### config.mk
export PLATFORM = sky130hd
export DESIGN_NAME = ps2_mouse_tracker
export DESIGN_NICKNAME = d
export VERILOG_FILES = /design/src/rtl/mouse_pkg.sv /design/src/rtl/ps2_rx_byte.sv /design/src/rtl/ps2_mouse_tracker.sv
export SDC_FILE = /design/constraint.sdc
export NUM_CORES = 1
export LEC_CHECK = 0
export ABC_AREA = 0
export BUFFER_PORTS_ARGS = -buffer_cell sky130_fd_sc_hd__buf_2
export CORE_ASPECT_RATIO = 1.75
export CORE_MARGIN = 3
export CORE_UTILIZATION = 55
export DETAILED_ROUTE_END_ITERATION = 10
export PLACE_DENSITY = 0.79
export SLEW_MARGIN = 20
export SYNTH_ARGS = -nofsm -noshare
export SYNTH_HDL_FRONTEND = slang
export SYNTH_SLANG_ARGS = --single-unit
### constraint.sdc
create_clock -name clk -period 2.45 [get_ports clk]
set_input_delay 0.49 -clock clk [delete_from_list [all_inputs] [get_ports clk]]
set_output_delay 0.49 -clock clk [all_outputs]
set_load 0.005 [all_outputs]
### src/rtl/mouse_pkg.sv
// Shared types and constants for the PS/2 mouse tracker: packet FSM states,
// status-byte bit positions, default screen geometry and axis helpers.
package mouse_pkg;

  typedef enum logic [1:0] {
    WAIT_B0,
    WAIT_B1,
    WAIT_B2,
    APPLY
  } state_e;

  // Bit positions inside the PS/2 status byte
  localparam int LEFT    = 0;
  localparam int RIGHT   = 1;
  localparam int ALWAYS1 = 3;
  localparam int XSIGN   = 4;
  localparam int YSIGN   = 5;
  localparam int XOVF    = 6;
  localparam int YOVF    = 7;

  // Default screen bounds, shared with the pixel generator
  localparam int SCREEN_W_DEF = 640;
  localparam int SCREEN_H_DEF = 480;
  localparam int INIT_X_DEF   = 320;
  localparam int INIT_Y_DEF   = 240;
  localparam int TIMEOUT_DEF  = 50000;

  // Signed 12-bit movement for one axis; an overflowed axis contributes nothing
  function automatic logic signed [11:0] axisDelta(input logic       sign,
                                                   input logic [7:0] mag,
                                                   input logic       ovf);
    logic signed [11:0] d;
    d = {{4{sign}}, mag};
    if (ovf) begin
      d = '0;
    end
    return d;
  endfunction

  // Saturate a signed intermediate into 0..maxV
  function automatic logic [9:0] clampAxis(input logic signed [11:0] v,
                                           input logic signed [11:0] maxV);
    logic [9:0] r;
    if (v < 12'sd0) begin
      r = '0;
    end else if (v > maxV) begin
      r = maxV[9:0];
    end else begin
      r = v[9:0];
    end
    return r;
  endfunction

endpackage

### src/rtl/ps2_rx_byte.sv
// PS/2 byte receiver: synchronises the line pair, detects ps2_clk falling
// edges, shifts in 11-bit frames, validates start/parity/stop and drops a
// stalled partial frame after a timeout.
module ps2_rx_byte
  import mouse_pkg::*;
#(
  parameter int TIMEOUT_CYCLES = TIMEOUT_DEF
) (
  input  logic       clk,
  input  logic       reset_n,
  input  logic       ps2_clk_i,
  input  logic       ps2_data_i,
  output logic [7:0] byte_o,
  output logic       byte_strobe_o,
  output logic       err_o
);

  localparam int TW = $clog2(TIMEOUT_CYCLES + 1);
  localparam logic [TW-1:0] TO_LAST = TW'(TIMEOUT_CYCLES - 1);

  logic [1:0]    clkSync_q;
  logic [1:0]    dataSync_q;
  logic          clkPrev_q;
  logic [10:0]   shift_q, shift_d;
  logic [3:0]    bitCnt_q, bitCnt_d;
  logic [TW-1:0] toCnt_q, toCnt_d;
  logic [7:0]    byte_q, byte_d;
  logic          strobe_q, strobe_d;
  logic          err_q, err_d;
  logic          fallEdge;
  logic [10:0]   frame;

  assign fallEdge = clkPrev_q & ~clkSync_q[1];
  assign frame    = {dataSync_q[1], shift_q[10:1]};

  // Two-flop synchronisers plus previous-value flop; lines idle high
  always_ff @(posedge clk) begin
    if (!reset_n) begin
      clkSync_q  <= 2'b11;
      dataSync_q <= 2'b11;
      clkPrev_q  <= 1'b1;
    end else begin
      clkSync_q  <= {clkSync_q[0], ps2_clk_i};
      dataSync_q <= {dataSync_q[0], ps2_data_i};
      clkPrev_q  <= clkSync_q[1];
    end
  end

  // Shift bits on each falling edge, judge the frame on the 11th, watch for stalls
  always_comb begin
    shift_d  = shift_q;
    bitCnt_d = bitCnt_q;
    toCnt_d  = toCnt_q;
    byte_d   = byte_q;
    strobe_d = 1'b0;
    err_d    = 1'b0;
    if (fallEdge) begin
      shift_d = frame;
      toCnt_d = '0;
      if (bitCnt_q == 4'd10) begin
        bitCnt_d = '0;
        if (!frame[0] && frame[10] && (^frame[9:1])) begin
          byte_d   = frame[8:1];
          strobe_d = 1'b1;
        end else begin
          err_d = 1'b1;
        end
      end else begin
        bitCnt_d = bitCnt_q + 4'd1;
      end
    end else if (bitCnt_q != 4'd0) begin
      if (toCnt_q == TO_LAST) begin
        bitCnt_d = '0;
        toCnt_d  = '0;
        err_d    = 1'b1;
      end else begin
        toCnt_d = toCnt_q + 1'b1;
      end
    end else begin
      toCnt_d = '0;
    end
  end

  // Receiver state register
  always_ff @(posedge clk) begin
    if (!reset_n) begin
      shift_q  <= '0;
      bitCnt_q <= '0;
      toCnt_q  <= '0;
      byte_q   <= '0;
      strobe_q <= 1'b0;
      err_q    <= 1'b0;
    end else begin
      shift_q  <= shift_d;
      bitCnt_q <= bitCnt_d;
      toCnt_q  <= toCnt_d;
      byte_q   <= byte_d;
      strobe_q <= strobe_d;
      err_q    <= err_d;
    end
  end

  assign byte_o        = byte_q;
  assign byte_strobe_o = strobe_q;
  assign err_o         = err_q;

endmodule

### src/rtl/ps2_mouse_tracker.sv
// PS/2 mouse tracker: gathers 3-byte movement packets, integrates motion into
// a screen-clamped cursor position and reports buttons and left-click pulses.
module ps2_mouse_tracker
  import mouse_pkg::*;
#(
  parameter int SCREEN_W       = SCREEN_W_DEF,
  parameter int SCREEN_H       = SCREEN_H_DEF,
  parameter int INIT_X         = INIT_X_DEF,
  parameter int INIT_Y         = INIT_Y_DEF,
  parameter int TIMEOUT_CYCLES = TIMEOUT_DEF
) (
  input  logic       clk,
  input  logic       reset_n,
  input  logic       ps2_clk,
  input  logic       ps2_data,
  output logic [9:0] mousex,
  output logic [9:0] mousey,
  output logic       btn_left,
  output logic       btn_right,
  output logic       click,
  output logic       packet_valid,
  output logic       frame_err
);

  localparam logic signed [11:0] MAX_X = 12'(SCREEN_W - 1);
  localparam logic signed [11:0] MAX_Y = 12'(SCREEN_H - 1);
  localparam logic [9:0]         X0    = 10'(INIT_X);
  localparam logic [9:0]         Y0    = 10'(INIT_Y);

  logic [7:0] rxByte;
  logic       rxStrobe;
  logic       rxErr;

  state_e     state_q, state_d;
  logic [7:0] status_q, status_d;
  logic [7:0] xByte_q, xByte_d;
  logic [7:0] yByte_q, yByte_d;
  logic [9:0] mousex_q, mousex_d;
  logic [9:0] mousey_q, mousey_d;
  logic       btnLeft_q, btnLeft_d;
  logic       btnRight_q, btnRight_d;
  logic       click_q, click_d;
  logic       valid_q, valid_d;

  logic signed [11:0] nx;
  logic signed [11:0] ny;

  ps2_rx_byte #(
    .TIMEOUT_CYCLES(TIMEOUT_CYCLES)
  ) u_rx (
    .clk          (clk),
    .reset_n      (reset_n),
    .ps2_clk_i    (ps2_clk),
    .ps2_data_i   (ps2_data),
    .byte_o       (rxByte),
    .byte_strobe_o(rxStrobe),
    .err_o        (rxErr)
  );

  // Packet sequencing and cursor/button update computed from latched bytes
  always_comb begin
    state_d    = state_q;
    status_d   = status_q;
    xByte_d    = xByte_q;
    yByte_d    = yByte_q;
    mousex_d   = mousex_q;
    mousey_d   = mousey_q;
    btnLeft_d  = btnLeft_q;
    btnRight_d = btnRight_q;
    click_d    = 1'b0;
    valid_d    = 1'b0;
    nx = $signed({2'b00, mousex_q}) + axisDelta(status_q[XSIGN], xByte_q, status_q[XOVF]);
    ny = $signed({2'b00, mousey_q}) - axisDelta(status_q[YSIGN], yByte_q, status_q[YOVF]);
    case (state_q)
      WAIT_B0: begin
        if (rxStrobe && rxByte[ALWAYS1]) begin
          status_d = rxByte;
          state_d  = WAIT_B1;
        end
      end
      WAIT_B1: begin
        if (rxErr) begin
          state_d = WAIT_B0;
        end else if (rxStrobe) begin
          xByte_d = rxByte;
          state_d = WAIT_B2;
        end
      end
      WAIT_B2: begin
        if (rxErr) begin
          state_d = WAIT_B0;
        end else if (rxStrobe) begin
          yByte_d = rxByte;
          state_d = APPLY;
        end
      end
      APPLY: begin
        state_d    = WAIT_B0;
        mousex_d   = clampAxis(nx, MAX_X);
        mousey_d   = clampAxis(ny, MAX_Y);
        btnLeft_d  = status_q[LEFT];
        btnRight_d = status_q[RIGHT];
        click_d    = status_q[LEFT] & ~btnLeft_q;
        valid_d    = 1'b1;
      end
      default: begin
        state_d = WAIT_B0;
      end
    endcase
  end

  // Packet FSM, latched bytes and registered outputs
  always_ff @(posedge clk) begin
    if (!reset_n) begin
      state_q    <= WAIT_B0;
      status_q   <= '0;
      xByte_q    <= '0;
      yByte_q    <= '0;
      mousex_q   <= X0;
      mousey_q   <= Y0;
      btnLeft_q  <= 1'b0;
      btnRight_q <= 1'b0;
      click_q    <= 1'b0;
      valid_q    <= 1'b0;
    end else begin
      state_q    <= state_d;
      status_q   <= status_d;
      xByte_q    <= xByte_d;
      yByte_q    <= yByte_d;
      mousex_q   <= mousex_d;
      mousey_q   <= mousey_d;
      btnLeft_q  <= btnLeft_d;
      btnRight_q <= btnRight_d;
      click_q    <= click_d;
      valid_q    <= valid_d;
    end
  end

  assign mousex       = mousex_q;
  assign mousey       = mousey_q;
  assign btn_left     = btnLeft_q;
  assign btn_right    = btnRight_q;
  assign click        = click_q;
  assign packet_valid = valid_q;
  assign frame_err    = rxErr;

endmodule

==> impl_metrics.ini <==
[cells_and_area]
synthToLayoutAreaGrowth_pct = 28.99
fill_cells = 618
drive_gt1_frac = 0.2711
fin_nets = 715
seq_area_sq_mm = 0.001868
antenna_cells = 0
multiInputGateArea_sq_mm = 0.003436
fin_cells = 803
final_util = 0.7390

[synthesis]
synth.net_count = 626
syn_area_per_cell_sq_um = 8.486
synth-edff-count = 0
synth_cell_type_count = 68
synthTopCellsByArea = dfxtp_1 (37%), ha_1 (6.7%), nand2_1 (5.9%)
syn_inst = 593
yosysTopAreaCell = dfxtp_1
netlist_area_sq_mm = 0.005032
synth_common_cells = dfxtp_1 (93), nand2_1 (79), nor2_1 (68), a21oi_1 (49), ha_1 (27)
yosysWarnings = 0
synth-seq-area-share = 0.3700
async_flop_share = 0
synth_most_common_cell = dfxtp_1
synthDominantCellAreaShare = 0.3700
synth_seq_cells = 93
synth-main-ff-cell = dfxtp_1

[setup_path]
start_kind = flip-flop
critPathCapture = mousex[0]
reg2reg_depth = 13
path_delay_family = compound AO/OA/AOI/OAI gates
critPathSlowestCell = o41ai_4
startpoint = status_q[6]
cpPeakStageDelay_ns = 0.37
required_ns = 2.71
crit_buf_inv = 5
worstPathArrival_ns = 2.92
reg2reg_to = mousex[0]
end_kind = flip-flop
critPathMaxFanout = 5
r2r_slack_ns = -0.22
crit_type = reg2reg
path_depth = 13
r2r-start = status_q[6]
path_cells = buf_6 -> nor2b_2 -> ha_4 -> buf_6 -> buf_4 -> o21a_1 -> o31a_1 -> o21ba_4 -> o41ai_4 -> buf_4 -> buf_6 -> nor4b_4 -> a22oi_1
crit_top_cell = buf_6

[clocking]
cts_tree = built
worstSkewPairLatency_ns = 0.34
clk_pin_slew_worst_paths_ns = 0.06
clockRootBuffer = clkbuf_16
htree_levels = 3
cts.path.max_buffers = 2
cts_buffers = 9
cts_sinks = 93

[global_routing]
antenna_found_initial = 0
grt_max_degree = 55
overflow = 0
grt_pass1_vias = 4499
grt_pass1_wl_microns = 20180
grt_usage = 0.2423

[die]
initial_core_util = 0.5729
design.core.area_sq_mm = 0.008783
die_x_microns = 78.31
fp.dieArea_sq_mm = 0.01038
ios = 29
rows = 45
die_h_microns = 132.5

[routing]
first_pass_iters = 5
wirelength_microns = 14130
routed_via_density = 6.041
post-route-drc-count = 0
ant_nets = 0
vias = 4851
wl_per_cell_microns = 17.60
drtIter0Drc = 372

[timing]
finalCritPeriodShare = 1.089
report.final.hold_viol_count = 0
drv_slew = 0
period_minus_slack_ns = 2.667
max_freq_ghz = 0.3749
slew_headroom = 0.4138
skew_ns = 0.005419
rsz0062_at_grt = yes
worst_slew_pin_slew_ns = 0.8784
layout_setup_ws_ns = -0.2175
setup_viol = 18

[placed_design]
post-place-ws_ns = -0.1392
port_buffers = 28
dp.cells = 772
gp_congestion = 0.8915
dp_hpwl_microns = 8911

[job]
max_cap_viol_count = 0

[pwr]
power_w = 0.003056
powerDensity_mw_per_mm2 = 470.8
leakagePower_nw = 2.458
ir_drop_uv = 460.1

[run_status]
violations = setup timing
status = finished, violations left

[min_path]
hp-class = in2reg
==> cell usage in the layout, fill, tap and decap left out, types with 5 or more instances in the layout <==
cell type / instances
buf_4: 59
clkbuf_16: 9
ha_4: 7
ha_1: 19
a21oi_1: 48
mux2i_1: 23
o211ai_1: 8
nor4_1: 5
inv_1: 14
xor2_1: 13
a32oi_1: 7
nand2b_1: 18
nor2b_1: 6
o21a_1: 5
dfxtp_1: 90
a31oi_1: 5
buf_6: 6
o21ai_0: 6
and3_1: 5
and2_1: 6
nor2_1: 67
buf_2: 28
xnor2_1: 19
nand2_1: 78
nand3_1: 10
==> power breakdown <==
| part | total, W | switching (W) | internal [W] | leakage [nW] |
|---|---|---|---|---|
| combinational | 0.0000594 | 0.0000428 | 0.0000166 | 1.55 |
| sequential | 0.00152 | 0.00000493 | 0.00152 | 0.752 |
| clock | 0.00147 | 0.000560 | 0.000914 | 0.152 |
==> stage by stage <==
| stage | area, sq um | hold slack [ns] | TNS, ns |
|---|---|---|---|
| after global placement | 5659 | 0.3901 | -0.1131 |
| after detailed placement | 5659 | 0.4051 | -1.730 |
| after global routing | 6491 | 0.3389 | -3.017 |
| after floorplan | 5066 | 0.3863 | -0.02621 |
| after CTS | 6076 | 0.3280 | -0.4476 |
| final | 6491 | 0.3309 | -1.437 |
==> worst min-delay path by stage <==
| stage | start | endpoint | slack [ns] | cells past startpoint |
|---|---|---|---|---|
| 6_report | ps2_data | u_rx.dataSync_q[0] | 0.33 | 2 |
| 5_1_grt | ps2_data | u_rx.dataSync_q[0] | 0.34 | 2 |
| 4_1_cts | ps2_data | u_rx.dataSync_q[0] | 0.33 | 2 |
| 3_5_place_dp | u_rx.dataSync_q[0] | u_rx.dataSync_q[1] | 0.41 | 1 |
| 3_3_place_gp | u_rx.dataSync_q[0] | u_rx.dataSync_q[1] | 0.39 | 1 |
| 2_1_floorplan | u_rx.clkSync_q[0] | u_rx.clkSync_q[1] | 0.39 | 1 |
==> sequential cells by signal, indices dropped and copies added (netlist names), 4 cells and up <==
name / flops
u_rx.byte_o: 8
mousey: 10
status_q: 6
u_rx.bitCnt_q: 4
u_rx.shift_q: 10
xByte_q: 8
yByte_q: 8
u_rx.toCnt_q: 16
mousex: 10
==> layout make-up <==
class                      instances  share of cell area
tap                              117             0.02255
clock inverter                     4             0.01118
clock buffer                      11             0.03739
sequential                        93              0.2878
multi-input combinational        466              0.5293
timing repair buffer              94              0.1010
inverter                          18             0.01079
==> timing repair <==
item	4_1_cts	5_1_grt
gates resized for setup	14	67
setup endpoints to repair	19	19
pin swaps	20	34
hold buffers	0	0
setup buffers	6	10
endpoints found under the hold margin	0	0
gates cloned	0	0
==> logic make-up after synthesis <==
logic type	count (synthesis)	share of synthesized area
flops	93	0.3700
fa+ha+maj	29	0.07509
simple gates	254	0.2479
xor+xnor	35	0.06091
mux	25	0.05047
buf+inv	34	0.02685
compound gates	123	0.1688
==> per-layer routing <==
layer  wire length [microns]  part of all wire  track usage
met5                       0                 0            0
met4                     843             0.060       0.1342
met3                     768             0.054      0.04700
met2                    7481              0.53       0.4585
met1                    5039              0.36       0.2393
(Power assumes the default switching activity.)
